==> src/rtl/smg_pkg.sv <==
// ----------------------------------------------------------------------------
// smg_pkg
// Shared definitions for the seven-segment scan controller:
//   smg_state_e   - scan FSM state encoding (IDLE / BLANK / SHOW)
//   SMG_BLANK_SEG - segment byte that drives every segment off
//   SMG_DIG_MAX   - largest supported digit count
//   SMG_CNT_W     - width of the phase counter
//   SMG_PTR_W     - width of a digit index (covers SMG_DIG_MAX digits)
// ----------------------------------------------------------------------------
package smg_pkg;

    typedef enum logic [1:0] {
        IDLE  = 2'd0,
        BLANK = 2'd1,
        SHOW  = 2'd2
    } smg_state_e;

    localparam logic [7:0] SMG_BLANK_SEG = 8'hFF;
    localparam int         SMG_DIG_MAX   = 8;
    localparam int         SMG_CNT_W     = 19;
    localparam int         SMG_PTR_W     = $clog2(SMG_DIG_MAX);

endpackage

==> src/rtl/smg_scan_controller_if.sv <==
// ----------------------------------------------------------------------------
// smg_scan_controller_if
// Bundles the frame-update handshake and the display pins of the scan
// controller.
//   Digit_Data      - segment byte per digit, digit i at [8i+7:8i]
//   Digit_En        - per-digit enable mask
//   Update_Req      - level request to load Digit_Data/Digit_En
//   Update_Ack      - one-cycle acknowledge, shadow loaded on that edge
//   Column_Scan_Sig - active-low one-hot digit select
//   Row_Scan_Sig    - segment data to the pins
//   Frame_Done      - one-cycle pulse at the end of each frame
//   Brightness      - 4-bit lit-time fraction (only with BRIGHTNESS_EN)
// Modports: master = frame source / pin observer, slave = controller.
// Optional feature macro: BRIGHTNESS_EN
// ----------------------------------------------------------------------------
interface smg_scan_controller_if #(
    parameter int DIGITS = 4
) ();

    logic [8*DIGITS-1:0] Digit_Data;
    logic [DIGITS-1:0]   Digit_En;
    logic                Update_Req;
    logic                Update_Ack;
    logic [DIGITS-1:0]   Column_Scan_Sig;
    logic [7:0]          Row_Scan_Sig;
    logic                Frame_Done;
`ifdef BRIGHTNESS_EN
    logic [3:0]          Brightness;

    modport master (
        output Digit_Data, Digit_En, Update_Req, Brightness,
        input  Update_Ack, Column_Scan_Sig, Row_Scan_Sig, Frame_Done
    );
    modport slave (
        input  Digit_Data, Digit_En, Update_Req, Brightness,
        output Update_Ack, Column_Scan_Sig, Row_Scan_Sig, Frame_Done
    );
`else
    modport master (
        output Digit_Data, Digit_En, Update_Req,
        input  Update_Ack, Column_Scan_Sig, Row_Scan_Sig, Frame_Done
    );
    modport slave (
        input  Digit_Data, Digit_En, Update_Req,
        output Update_Ack, Column_Scan_Sig, Row_Scan_Sig, Frame_Done
    );
`endif

endinterface

==> src/rtl/smg_next_digit.sv <==
// ----------------------------------------------------------------------------
// smg_next_digit
// Combinational search over the digit-enable mask.
//   mask_i - enabled digits
//   ptr_i  - digit currently shown
//   next_o - lowest enabled index above ptr_i (0 when none)
//   wrap_o - 1 when no enabled index lies above ptr_i (frame boundary)
//   low_o  - lowest enabled index in the mask (0 when mask is empty)
// ----------------------------------------------------------------------------
module smg_next_digit
    import smg_pkg::*;
#(
    parameter int DIGITS = 4
) (
    input  logic [DIGITS-1:0]    mask_i,
    input  logic [SMG_PTR_W-1:0] ptr_i,
    output logic [SMG_PTR_W-1:0] next_o,
    output logic                 wrap_o,
    output logic [SMG_PTR_W-1:0] low_o
);

    // Descending scan: the last hit written is the lowest qualifying index.
    always_comb begin
        next_o = '0;
        wrap_o = 1'b1;
        low_o  = '0;
        for (int i = DIGITS - 1; i >= 0; i--) begin
            if (mask_i[i]) begin
                low_o = SMG_PTR_W'(i);
                if (SMG_PTR_W'(i) > ptr_i) begin
                    next_o = SMG_PTR_W'(i);
                    wrap_o = 1'b0;
                end
            end
        end
    end

endmodule

==> src/rtl/smg_scan_controller.sv <==
// ----------------------------------------------------------------------------
// smg_scan_controller
// Time-multiplexed scan scheduler for a multi-digit seven-segment display.
// Shadows per-digit segment bytes and an enable mask, walks the enabled digits
// in ascending order with a blanking gap before each one, and accepts new
// frames through a req/ack handshake only in IDLE or at a frame boundary.
// Ports:
//   CLK   - system clock
//   RST_N - asynchronous active-low reset
//   bus   - smg_scan_controller_if.slave (handshake, frame data, pins)
// Parameters: DIGITS (1..8), SCAN_TICKS / BLANK_TICKS (phase length - 1).
// Optional feature macro: BRIGHTNESS_EN (adds bus.Brightness, PWM within SHOW)
// ----------------------------------------------------------------------------
module smg_scan_controller
    import smg_pkg::*;
#(
    parameter int                   DIGITS      = 4,
    parameter logic [SMG_CNT_W-1:0] SCAN_TICKS  = 19'd49_999,
    parameter logic [SMG_CNT_W-1:0] BLANK_TICKS = 19'd999
) (
    input logic                  CLK,
    input logic                  RST_N,
    smg_scan_controller_if.slave bus
);

    smg_state_e           state_q, state_d;
    logic [SMG_PTR_W-1:0] ptr_q, ptr_d;
    logic [SMG_CNT_W-1:0] cnt_q, cnt_d;
    logic [8*DIGITS-1:0]  data_q, data_d;
    logic [DIGITS-1:0]    en_q, en_d;
    logic                 first_q, first_d;
    logic                 ack_q, ack_d;
    logic                 done_q, done_d;
    logic [DIGITS-1:0]    col_q, col_d;
    logic [7:0]           row_q, row_d;

    logic                 req_ok;
    logic                 load;
    logic                 lit;
    logic [SMG_PTR_W-1:0] next_idx;
    logic [SMG_PTR_W-1:0] low_idx;
    logic                 wrap;

`ifdef BRIGHTNESS_EN
    logic [23:0] thr_q, thr_d;

    // Lit window in SHOW: ((SCAN_TICKS+1) * (b+1)) >> 4, 24 bits never wrap.
    function automatic logic [23:0] lit_limit(input logic [3:0] b);
        logic [23:0] prod;
        prod = (24'(SCAN_TICKS) + 24'd1) * (24'(b) + 24'd1);
        return prod >> 4;
    endfunction
`endif

    smg_next_digit #(
        .DIGITS (DIGITS)
    ) u_next (
        .mask_i (en_q),
        .ptr_i  (ptr_q),
        .next_o (next_idx),
        .wrap_o (wrap),
        .low_o  (low_idx)
    );

    // A request is taken only once per assertion: the cycle after an Ack the
    // requester may still be holding Update_Req.
    assign req_ok = bus.Update_Req && !ack_q;

    always_comb begin
        state_d = state_q;
        ptr_d   = ptr_q;
        cnt_d   = cnt_q;
        data_d  = data_q;
        en_d    = en_q;
        first_d = first_q;
        ack_d   = 1'b0;
        done_d  = 1'b0;
        load    = 1'b0;
`ifdef BRIGHTNESS_EN
        thr_d   = thr_q;
`endif

        unique case (state_q)
            IDLE: begin
                if (en_q != '0) begin
                    state_d = BLANK;
                    cnt_d   = '0;
                    first_d = 1'b1;
                end else if (req_ok) begin
                    load = 1'b1;
                end
            end
            BLANK: begin
                // The first BLANK of a frame picks the lowest digit from the
                // shadow mask, which by now already holds any freshly loaded
                // enable; this keeps the finder off the raw input mask.
                if (first_q) begin
                    ptr_d = low_idx;
                end
                if (cnt_q == BLANK_TICKS) begin
                    state_d = SHOW;
                    cnt_d   = '0;
                    first_d = 1'b0;
`ifdef BRIGHTNESS_EN
                    thr_d   = lit_limit(bus.Brightness);
`endif
                end else begin
                    cnt_d = cnt_q + SMG_CNT_W'(1);
                end
            end
            SHOW: begin
                if (cnt_q == SCAN_TICKS) begin
                    cnt_d = '0;
                    if (!wrap) begin
                        ptr_d   = next_idx;
                        state_d = BLANK;
                    end else begin
                        done_d = 1'b1;
                        load   = req_ok;
                        if ((req_ok ? bus.Digit_En : en_q) == '0) begin
                            state_d = IDLE;
                        end else begin
                            state_d = BLANK;
                            first_d = 1'b1;
                        end
                    end
                end else begin
                    cnt_d = cnt_q + SMG_CNT_W'(1);
                end
            end
            default: begin
                state_d = IDLE;
            end
        endcase

        if (load) begin
            data_d = bus.Digit_Data;
            en_d   = bus.Digit_En;
            ack_d  = 1'b1;
        end

`ifdef BRIGHTNESS_EN
        lit = ({5'd0, cnt_d} < thr_d);
`else
        lit = 1'b1;
`endif

        // Pins are decoded from the next state so they line up with it.
        col_d = '1;
        row_d = SMG_BLANK_SEG;
        if (state_d == SHOW && lit) begin
            for (int i = 0; i < DIGITS; i++) begin
                if (ptr_d == SMG_PTR_W'(i)) begin
                    col_d[i] = 1'b0;
                    row_d    = data_q[8*i +: 8];
                end
            end
        end
    end

    always_ff @(posedge CLK or negedge RST_N) begin
        if (!RST_N) begin
            state_q <= IDLE;
            ptr_q   <= '0;
            cnt_q   <= '0;
            data_q  <= '0;
            en_q    <= '0;
            first_q <= 1'b0;
            ack_q   <= 1'b0;
            done_q  <= 1'b0;
            col_q   <= '1;
            row_q   <= SMG_BLANK_SEG;
`ifdef BRIGHTNESS_EN
            thr_q   <= '0;
`endif
        end else begin
            state_q <= state_d;
            ptr_q   <= ptr_d;
            cnt_q   <= cnt_d;
            data_q  <= data_d;
            en_q    <= en_d;
            first_q <= first_d;
            ack_q   <= ack_d;
            done_q  <= done_d;
            col_q   <= col_d;
            row_q   <= row_d;
`ifdef BRIGHTNESS_EN
            thr_q   <= thr_d;
`endif
        end
    end

    assign bus.Update_Ack      = ack_q;
    assign bus.Frame_Done      = done_q;
    assign bus.Column_Scan_Sig = col_q;
    assign bus.Row_Scan_Sig    = row_q;

endmodule

==> src/flat_wrapper.sv <==
// flat-port wrapper written by rule: the top's interface ports become plain ports
module smg_scan_controller_flat import smg_pkg::*;
#(
    parameter int                   DIGITS      = 4,
    parameter logic [SMG_CNT_W-1:0] SCAN_TICKS  = 19'd49_999,
    parameter logic [SMG_CNT_W-1:0] BLANK_TICKS = 19'd999
)
  (CLK, RST_N, bus_Digit_Data, bus_Digit_En, bus_Update_Req, bus_Update_Ack, bus_Column_Scan_Sig, bus_Row_Scan_Sig, bus_Frame_Done);
  smg_scan_controller_if #(.DIGITS(DIGITS)) bus_i ();
  input logic CLK;
  input logic RST_N;
  input wire logic [$bits(bus_i.Digit_Data)-1:0] bus_Digit_Data;
  input wire logic [$bits(bus_i.Digit_En)-1:0] bus_Digit_En;
  input wire logic [$bits(bus_i.Update_Req)-1:0] bus_Update_Req;
  output wire logic [$bits(bus_i.Update_Ack)-1:0] bus_Update_Ack;
  output wire logic [$bits(bus_i.Column_Scan_Sig)-1:0] bus_Column_Scan_Sig;
  output wire logic [$bits(bus_i.Row_Scan_Sig)-1:0] bus_Row_Scan_Sig;
  output wire logic [$bits(bus_i.Frame_Done)-1:0] bus_Frame_Done;
  assign bus_i.Digit_Data = bus_Digit_Data;
  assign bus_i.Digit_En = bus_Digit_En;
  assign bus_i.Update_Req = bus_Update_Req;
  assign bus_Update_Ack = bus_i.Update_Ack;
  assign bus_Column_Scan_Sig = bus_i.Column_Scan_Sig;
  assign bus_Row_Scan_Sig = bus_i.Row_Scan_Sig;
  assign bus_Frame_Done = bus_i.Frame_Done;
  smg_scan_controller #(.DIGITS(DIGITS), .SCAN_TICKS(SCAN_TICKS), .BLANK_TICKS(BLANK_TICKS)) u_core (.CLK(CLK), .RST_N(RST_N), .bus(bus_i));
endmodule
==> config.mk <==
export PLATFORM = sky130hd
export DESIGN_NAME = smg_scan_controller_flat
export DESIGN_NICKNAME = d
export VERILOG_FILES = /design/src/rtl/smg_pkg.sv /design/src/rtl/smg_scan_controller_if.sv /design/src/rtl/smg_next_digit.sv /design/src/rtl/smg_scan_controller.sv /design/src/flat_wrapper.sv
export SDC_FILE = /design/constraint.sdc
export NUM_CORES = 1
export LEC_CHECK = 0
export ABC_AREA = 1
export CORE_UTILIZATION = 47
export DETAILED_ROUTE_END_ITERATION = 10
export DONT_BUFFER_PORTS = 1
export GPL_ROUTABILITY_DRIVEN = 0
export PLACE_DENSITY = 0.58
export SYNTH_ARGS = -nofsm -noshare
export SYNTH_HDL_FRONTEND = slang
export SYNTH_SLANG_ARGS = --single-unit
==> constraint.sdc <==
create_clock -name CLK -period 3.7 [get_ports CLK]
set_input_delay 0.37 -clock CLK [delete_from_list [all_inputs] [get_ports CLK]]
set_output_delay 0.37 -clock CLK [all_outputs]
set_load 0.02 [all_outputs]
## Word-level counts from Yosys, hierarchy flattened

Index checks and enable logic that the tools add are counted.

| storage, ports and cells | value |
|---|---|
| register bits | 75 |
| output and inout bits | 14 |
| word-level logic and storage cells | 97 |

| cells by class | value |
|---|---|
| $add $sub $neg | 1 |
| $lt $le $gt $ge | 4 |
| equal/unequal tests | 13 |
| multiplexer cells | 60 |
| reductions and logical operators | 9 |

Operator list:

| cell | number |
|---|---|
| 19-bit 2-to-1 mux | 3 |
| 19-bit one-hot mux with 3 select lines | 1 |
| 8-bit 2-to-1 mux | 5 |
| 3-bit 2-to-1 mux | 12 |
| 1-bit 2-to-1 mux | 26 |
| 19-bit by 1-bit adder with 19-bit output, second input constant | 1 |
| 19-bit by 10-bit == test with 1-bit output, second input constant | 1 |
| 19-bit by 16-bit == test with 1-bit output, second input constant | 1 |
| 2-bit 2-to-1 mux | 7 |
| 4-bit 2-to-1 mux | 2 |
| 2-bit by 1-bit inequality test with 1-bit output, second input constant | 4 |
| 3-bit by 2-bit == test with 1-bit output, second input constant | 2 |
| 1-bit by 3-bit greater-than comparator with 1-bit output, first input constant | 2 |
| 2-bit by 3-bit greater-than comparator with 1-bit output, first input constant | 2 |
| 2-bit one-hot mux with 3 select lines | 1 |
| 3-bit one-hot mux with 2 select lines | 1 |
| 6-bit AND reduction | 1 |
| 2-bit == test, second input constant | 2 |
| 4-bit logical NOT | 1 |
| 4-bit nonzero test | 1 |
| 3-bit by 1-bit == test with 1-bit output, second input constant | 1 |
| 3-bit logical NOT | 1 |
| 1-bit one-hot mux with 3 select lines | 1 |
| 3-bit nonzero test | 1 |
| 7 further kinds | 7 |

## Longest topological paths before layout

Gate-level depths: netlist of the first run.

| logic depth | value |
|---|---|
| depth in word-level cells | 18 |
| mapped depth | 15 |
| mapped depth without buffers | 15 |

## Hierarchy

A second synthesis of the first run with hierarchy kept.

| unflattened totals | value |
|---|---|
| cells, all modules | 501 |
| area, all modules | 4,010.1 sq um |

Modules (own cells, without submodules):

| module | times used | cells an instance | area each (sq um) | sequential area each (sq um) |
|---|---|---|---|---|
| smg_scan_controller | 1 | 475 | 3,897.5 | 1,891.8 |
| smg_next_digit | 1 | 26 | 112.6 | 0.0 |

## Worst setup path before layout of the first run

Ideal clock, no wire load.

| timing path | value |
|---|---|
| path type | reg-to-reg |
| start point | register u_core.state_q[0] |
| end point | register u_core.cnt_q[12] |
| setup time | 0.123 ns |
| arrival | 1.656 ns |
| data required time | 3.577 ns |
| path slack | 1.920 ns |
| stages on the path, launching flop included | 11 |
| buffers on the path | 1 |
| clock period less this slack | 1.780 ns |
| path through | dfrtp_1 -> inv_1 -> ha_1 -> nand2_1 -> o21ai_2 -> buf_2 -> nand2_1 -> nor2_1 -> nand2_1 -> o21ai_0 -> a21oi_1 |

| between the ends | value |
|---|---|
| cells in the longest elaborated chain, start to end | 3 |
| elaborated cells between the ends (all ways) | 7 |
| classes of those cells | 3 x eq/ne; 1 x mux; 3 x reduce/logical |

RTL lines:

| item | line | source |
|---|---|---|
| start: declaration | smg_scan_controller.sv:26 | `smg_state_e state_q, state_d;` |
| start signal: assignment | smg_scan_controller.sv:177 | `state_q <= state_d;` |
| 2-bit by 1-bit == test with 1-bit output, or another cell as far along | smg_scan_controller.sv:83 | `unique case (state_q)` |
| 3-bit nonzero test (no source line) or 2-bit by 1-bit inequality test with 1-bit output (tied branches) | -- |  |
| 2-bit AND reduction (no source line) | -- |  |
| end signal: assignment | smg_scan_controller.sv:179 | `cnt_q <= cnt_d;` |
| end: declaration | smg_scan_controller.sv:28 | `logic [SMG_CNT_W-1:0] cnt_q, cnt_d;` |

Parallel ways exist; a longest one is shown, timed or not.
A chain may end at the register's enable or synchronous reset.

## Worst setup path in the final report of the first run

| timing path | value |
|---|---|
| start point | register u_core.ptr_q[2] |
| end point | register u_core.data_q[14] |

| between the ends | value |
|---|---|
| cells in the longest elaborated chain, start to end | 12 |
| elaborated cells between the ends (all ways) | 15 |
| classes of those cells | 4 x order compare; 11 x mux |

RTL lines:

| item | line | source |
|---|---|---|
| start: declaration | smg_scan_controller.sv:27 | `logic [SMG_PTR_W-1:0] ptr_q, ptr_d;` |
| start signal: assignment | smg_scan_controller.sv:178 | `ptr_q <= ptr_d;` |
| 2-bit by 3-bit greater-than comparator with 1-bit output | smg_next_digit.sv:30 | `if (SMG_PTR_W'(i) > ptr_i) begin` |
| 1-bit 2-to-1 mux | smg_next_digit.sv:30 |  |
| 1-bit 2-to-1 mux | smg_next_digit.sv:28 | `if (mask_i[i]) begin` |
| 1-bit 2-to-1 mux | smg_next_digit.sv:30 |  |
| 1-bit 2-to-1 mux | smg_next_digit.sv:28 |  |
| 1-bit 2-to-1 mux | smg_next_digit.sv:30 |  |
| 1-bit 2-to-1 mux | smg_next_digit.sv:28 |  |
| 1-bit 2-to-1 mux | smg_next_digit.sv:30 |  |
| 1-bit 2-to-1 mux (*) | smg_next_digit.sv:28 |  |
| 1-bit 2-to-1 mux (*) | smg_scan_controller.sv:114 | `if (!wrap) begin` |
| 1-bit 2-to-1 mux (*) | smg_scan_controller.sv:112 | `if (cnt_q == SCAN_TICKS) begin` |
| 1-bit one-hot mux with 2 select lines (*) | smg_scan_controller.sv:83 |  |
| end signal: assignment | smg_scan_controller.sv:180 | `data_q <= data_d;` |
| end: declaration | smg_scan_controller.sv:29 | `logic [8*DIGITS-1:0] data_q, data_d;` |

Mark *: on every way between the ends. The rest lies on a longest branch, timed or not.

==> flow_metrics.tcl, run 1 <==
set metrics [dict create \
    yosysTopAreaCell "dfrtp_1" \
    grt_usage 0.214 \
    worstPathArrival_ns 2.64 \
    drive_gt1_frac 0.147 \
    clk_pin_slew_ns 0.09 \
    fin_crit_ns 2.44 \
    design_area_mm2 0.00428 \
    antenna_found_initial 0 \
    drcViolationCount 0 \
    postPlaceCellArea_mm2 0.00403 \
    holdBufCountCts 2 \
    crit_required_ns 3.91 \
    synthTopCellsByArea "dfrtp_1, nand2_1, dfstp_2, inv_1, o21ai_0" \
    fin_setup_tns_ns 0 \
    synth-seq-cells 75 \
    grt_overflow 0 \
    portBuffers 0 \
    cts_root_buffer "clkbuf_8" \
    ctsResizeCount 0 \
    syn2layout_area_growth_pct 6.78 \
    n_fill_cell 785 \
    num-nets-final 536 \
    vdd_drop_max_uv 220 \
    synth_mux_area_frac 0 \
    grt_max_degree 76 \
    cpMaxStageDelayCell "inv_2" \
    slew_headroom 0.421 \
    status "finished clean" \
    tightest_slew_ns 0.867 \
    num_antenna_cells 0 \
    p_leak_nw 2.00 \
    synth_top_family_by_area "simple AND/OR/NAND/NOR gates" \
    crit_path_frequent_cell "nand2_1" \
    grt_pass1_vias 2960 \
    fp-row-count 33 \
    synth-compound-area-share 0.0940 \
    dpl.hpwl_um 5970 \
    first_pass_iters 4 \
    drtIter0Drc 94 \
    numCtsBuffers 9 \
    clock_path_buffers 2 \
    rsz0062_at_grt "no" \
    syn_nets 536 \
    vias_per_cell 5.11 \
    synth_edf_count 0 \
    worstHoldPathCells 2 \
    fmax_mhz 410 \
    async_flop_share 1.00 \
    fin_skew_ns 0.0114 \
    crit_path_max_fanout 61 \
    synth-adder-area-share 0.0156 \
    slowest_delay_ns 0.49 \
    synthCells 492 \
    wl_per_cell_um 14.1 \
    htree_num_levels 3 \
    core_mm2 0.00822 \
    rr_worst_depth 10 \
    vias 3079 \
    startpoint_type "register" \
    tritoncts "done" \
    setup_ws_ns 1.26 \
    yosysUniqueCellTypes 41 \
    synth-seq-area-share 0.472 \
    setup_violations 0 \
    power.density_mw_per_mm2 352 \
    wl_um 8500 \
    yosysWarningCount 0 \
    die-area_mm2 0.00890 \
    synth_area_mm2 0.00401 \
    fp.dieW_um 94.3 \
    initial_core_util 0.488 \
    crit_path_end_kind "register" \
    clock_sinks 75 \
    ant_nets 0 \
    path_class "reg2reg" \
    synth.avg_cell_area_um2 8.14 \
    cts_setup_buffers 0 \
    slew_viol_final 0 \
    synth-xor-area-share 0.00656 \
    ios 53 \
    clk_latency_ns 0.36 \
    dp_cells 584 \
    whs_ns 0.115 \
    finalNonFillerCells 602 \
    grt_pass1_wl_um 14400 \
    die_y_um 94.3 \
    hp-class "in2reg" \
    synthFlopType "dfrtp_1" \
    synth_top_area_share 0.394 \
    max_cap_viol_count 0 \
    synth-simple-area-share 0.316 \
    hold_viol 0 \
    worstPathCellList "nor2_2 -> nand2_1 -> nand2_1 -> a21oi_2 -> nand2_1 -> nor2_2 -> o21ai_2 -> inv_2 -> nand2_1 -> o21ai_0" \
    period_share 0.659 \
    pre_cts_ws_ns 1.25 \
]
==> routing by layer <==
metal  vias up  wire length [um]  global-route usage
li1       1572                 -                   -
met1      1431              4390               0.314
met2        59              3620               0.304
met3        17               289              0.0396
met4         0               196              0.0962
met5         -                 0                   0
==> final cells by class <==
cell class	instances	area [um2]	area share
Inverter	73	275	0.0643
Clock buffer	10	138	0.0322
Tap cell	105	131	0.0307
Timing Repair Buffer	2	37.5	0.00877
Sequential cell	75	1890	0.442
Multi-Input combinational cell	331	1730	0.405
Clock inverter	6	71.3	0.0167
==> critical path: cells and delay by family (launching register included) <==
kind | cells | cell delay [ns]
AND/OR/NAND/NOR | 6 | 0.74
buffers and inverters | 1 | 0.49
flip-flops | 1 | 0.43
AO/OA/AOI/OAI | 3 | 0.59
==> worst paths after layout <==
| kind | slack [ns] | endpoint | start |
|---|---|---|---|
| hold / removal | 0.12 | u_core.data_q[26]$_DFFE_PN0P_ | bus_Digit_Data[26] |
| min in group asynchronous | 0.59 | u_core.cnt_q[14]$_DFFE_PN0P_ | RST_N |
| setup reg to reg | 1.26 | u_core.data_q[14]$_DFFE_PN0P_ | u_core.ptr_q[2]$_DFF_PN0_ |
| max in group asynchronous | 2.78 | u_core.bus.Column_Scan_Sig[3]$_DFF_PN1_ | RST_N |
| hold reg to reg | 0.49 | u_core.data_q[27]$_DFFE_PN0P_ | u_core.data_q[27]$_DFFE_PN0P_ |
| setup / recovery | 1.26 | u_core.data_q[14]$_DFFE_PN0P_ | u_core.ptr_q[2]$_DFF_PN0_ |
==> kinds of logic after synthesis <==
group                    count (synthesis)
buffers and inverters                   86
adder cells (fa/ha/maj)                  5
flip-flops                              75
AND/OR/NAND/NOR                        255
XOR/XNOR                                 3
AO/OA/AOI/OAI                           68
==> flip-flops by register name, summed over array words and instances (netlist names) <==
signal / count
u_core.bus.Column_Scan_Sig: 4
u_core.bus.Frame_Done: 1
u_core.bus.Row_Scan_Sig: 8
u_core.bus.Update_Ack: 1
u_core.cnt_q: 19
u_core.data_q: 32
u_core.en_q: 4
u_core.first_q: 1
u_core.ptr_q: 3
u_core.state_q: 2
==> per-stage QoR <==
| stage | power [mW] | util |
|---|---|---|
| after floorplan | 0.837 | - |
| after global placement | 0.838 | 0.491 |
| after detailed placement | 0.838 | 0.491 |
| after CTS | 1.53 | 0.521 |
| after global routing | 1.57 | 0.521 |
| final | 1.51 | 0.521 |
==> synthesized netlist by cell type, types with 3 or more instances <==
library cell	number
nand3_1	23
buf_4	4
nor2_4	3
o21ai_0	31
inv_1	63
nand4_1	16
o21ai_1	9
xor2_1	3
dfrtp_1	63
nand2_2	8
inv_2	7
ha_1	5
buf_2	4
nand2_1	122
nor3_1	17
a21oi_1	15
nand2_4	3
nor2_2	6
buf_6	5
dfstp_2	12
nand3_2	4
o22ai_1	3
nor2_1	40
==> placed cells by master, fill, tap and decap left out, types with 3 or more instances in the layout <==
cell type and count:
nor3_1 17, inv_2 7, o21ai_0 31, nand3_1 23
a21oi_1 15, dfstp_2 12, o22ai_1 3, ha_1 5
nor2_4 3, nand4_1 16, inv_1 63, nand2_4 3
xor2_1 3, nor2_1 40, nand2_1 122, clkbuf_8 10
nand2_2 8, o21ai_1 9, dfrtp_1 63, nor2_2 6
nand3_2 4
==> power by group <==
part	internal [mW]	leakage, nW	switching (mW)
clock	0.336	0.0995	0.331
sequential	0.820	0.851	0
combinational	0.00444	1.05	0.0176
No activity file was read; power rests on OpenSTA's default activity.
==> run 2, diff against run 1 <==
- clock period: 3.7 -> 2.3 ns (I/O delays scaled with it)
==> run 2 against run 1 <==
Worst setup slack got worse by 1.1 ns; first-iteration DRC count grew 91%; fmax rose by 13%; sequential cell count unchanged; register-to-register slack worse by 1.1 ns; core utilization rose by 3.3 points; largest cell class unchanged; largest power group unchanged; highest routed layer unchanged.
==> flow_metrics.tcl, run 2 (synthesis gave the netlist of run 1 again) <==
set metrics [dict create \
    crit_path_max_fanout 12 \
    drtIter0Drc 180 \
    fp.dieW_um 94.3 \
    hp-class "in2reg" \
    slowest_delay_ns 0.39 \
    hold_viol 0 \
    clock_path_buffers 2 \
    grt_max_degree 76 \
    comb_power_share 0.026 \
    grt_usage 0.216 \
    clkPwrFrac 0.422 \
    drive_gt1_frac 0.153 \
    worstPathCellList "ha_2 -> nand3_2 -> nor2_4 -> nand3_2 -> nand2_1 -> nand3_2 -> nand2_8 -> nand3_4 -> nor2_4 -> nand2_1 -> nand2_1 -> nor2_1 -> nand2_1" \
    clock_sinks 75 \
    largest_register_ff_count 32 \
    path_class "reg2reg" \
    crit_required_ns 2.59 \
    antenna_found_initial 0 \
    whs_ns 0.0104 \
    drcViolationCount 0 \
    vdd_drop_max_uv 314 \
    wl_per_cell_um 14.0 \
    core_mm2 0.00822 \
    status "finished clean" \
    startpoint_type "register" \
    switching_share 0.228 \
    clk_latency_ns 0.35 \
    grt_pass1_wl_um 14600 \
    rsz0062_at_grt "no" \
    register_area_mm2 0.00189 \
    grt_pass1_vias 2989 \
    syn2layout_area_growth_pct 13.5 \
    fin_setup_tns_ns 0 \
    numCtsBuffers 9 \
    dp_cells 589 \
    multi_input_area_mm2 0.00176 \
    initial_core_util 0.488 \
    fin_total_pwr_mw 2.39 \
    regMostFlops "u_core.data_q" \
    finalNonFillerCells 627 \
    n_fill_cell 770 \
    dpl.hpwl_um 6170 \
    tritoncts "done" \
    htree_num_levels 3 \
    first_pass_iters 4 \
    seqPwrFrac 0.552 \
    wl_um 8760 \
    die-area_mm2 0.00890 \
    fp-row-count 33 \
    num-nets-final 562 \
    worstPathArrival_ns 2.45 \
    vias_per_cell 5.07 \
    internal_power_mw 1.84 \
    crit_path_frequent_cell "nand2_1" \
    period_share 0.937 \
    cpMaxStageDelayCell "dfrtp_1" \
    slew_headroom 0.749 \
    setup_violations 0 \
    switchingPower_uw 545 \
    die_y_um 94.3 \
    grt_overflow 0 \
    slew_viol_final 0 \
    num_antenna_cells 0 \
    tightest_slew_ns 0.374 \
    crit_path_end_kind "register" \
    p_leak_nw 2.11 \
    ios 53 \
    ant_nets 0 \
    power.density_mw_per_mm2 525 \
    design_area_mm2 0.00455 \
    vias 3177 \
    final_cell_mix "nand2_1, inv_1, dfrtp_1, nor2_1, o21ai_0" \
    cts_root_buffer "clkbuf_8" \
    portBuffers 0 \
    final_common_cell "nand2_1" \
    postPlaceCellArea_mm2 0.00408 \
    clk_pin_slew_ns 0.08 \
    fin_skew_ns 0.00964 \
    fmax_mhz 464 \
    max_cap_viol_count 0 \
    fin_crit_ns 2.16 \
]
## run 2: per-stage QoR
| step | setup WS, ns | util |
|---|---|---|
| global route | 0.00271 | 0.553 |
| finish | 0.144 | 0.553 |
| global placement | 0.136 | 0.497 |
| floorplan | 0.520 | - |
| detailed placement | 0.128 | 0.497 |
| CTS | 0.0971 | 0.548 |
## run 2: layout make-up
class | count | area share
flip-flops and latches | 75 | 0.416
multi-input cells | 331 | 0.388
inverters | 73 | 0.0605
clock inverters | 6 | 0.0149
well taps | 105 | 0.0289
repair buffers | 28 | 0.0644
clock buffers | 9 | 0.0272
## run 2: power groups by stage
stage / Combinational (mW) / Clock [mW] / Sequential, mW
final: 0.0616 / 1.01 / 1.32
after global routing: 0.0696 / 1.10 / 1.32
after CTS: 0.0645 / 1.04 / 1.32
after detailed placement: 0.00383 / 0 / 1.34
after global placement: 0.00372 / 0 / 1.34
after floorplan: 0.00289 / 0 / 1.34
## run 2: critical path, delay by kind of cell, from the launching register on
family / cells / cell delay, ns
and+or+nand+nor: 12 / 1.48
adders and majority gates: 1 / 0.22
DFF: 1 / 0.39
## run 2: routing by layer
metal,track usage,vias to the layer above,wire (um)
met3,0.0405,10,292
met4,0.0667,0,98
met5,0,-,0
met1,0.341,1478,4640
met2,0.294,64,3730
li1,-,1625,-
## run 2: worst paths after layout
check,from,end,slack [ns],cells past startpoint
max reg2reg,u_core.cnt_q[0]$_DFFE_PN0P_,u_core.bus.Row_Scan_Sig[5]$_DFF_PN1_,0.14,13
min in group asynchronous,RST_N,u_core.data_q[18]$_DFFE_PN0P_,0.45,2
max,u_core.cnt_q[0]$_DFFE_PN0P_,u_core.bus.Row_Scan_Sig[5]$_DFF_PN1_,0.14,13
max in group asynchronous,RST_N,u_core.bus.Column_Scan_Sig[0]$_DFF_PN1_,1.52,2
min,bus_Digit_Data[11],u_core.data_q[11]$_DFFE_PN0P_,0.01,2
min reg2reg,u_core.data_q[17]$_DFFE_PN0P_,u_core.data_q[17]$_DFFE_PN0P_,0.51,2
## run 2: timing repair
item | in CTS | in global routing
buffers inserted | 0 | 2
endpoints found under the hold margin | 94 | 0
gates resized for setup | 0 | 5
endpoints found under the setup margin | 0 | 6
hold buffers | 21 | 0
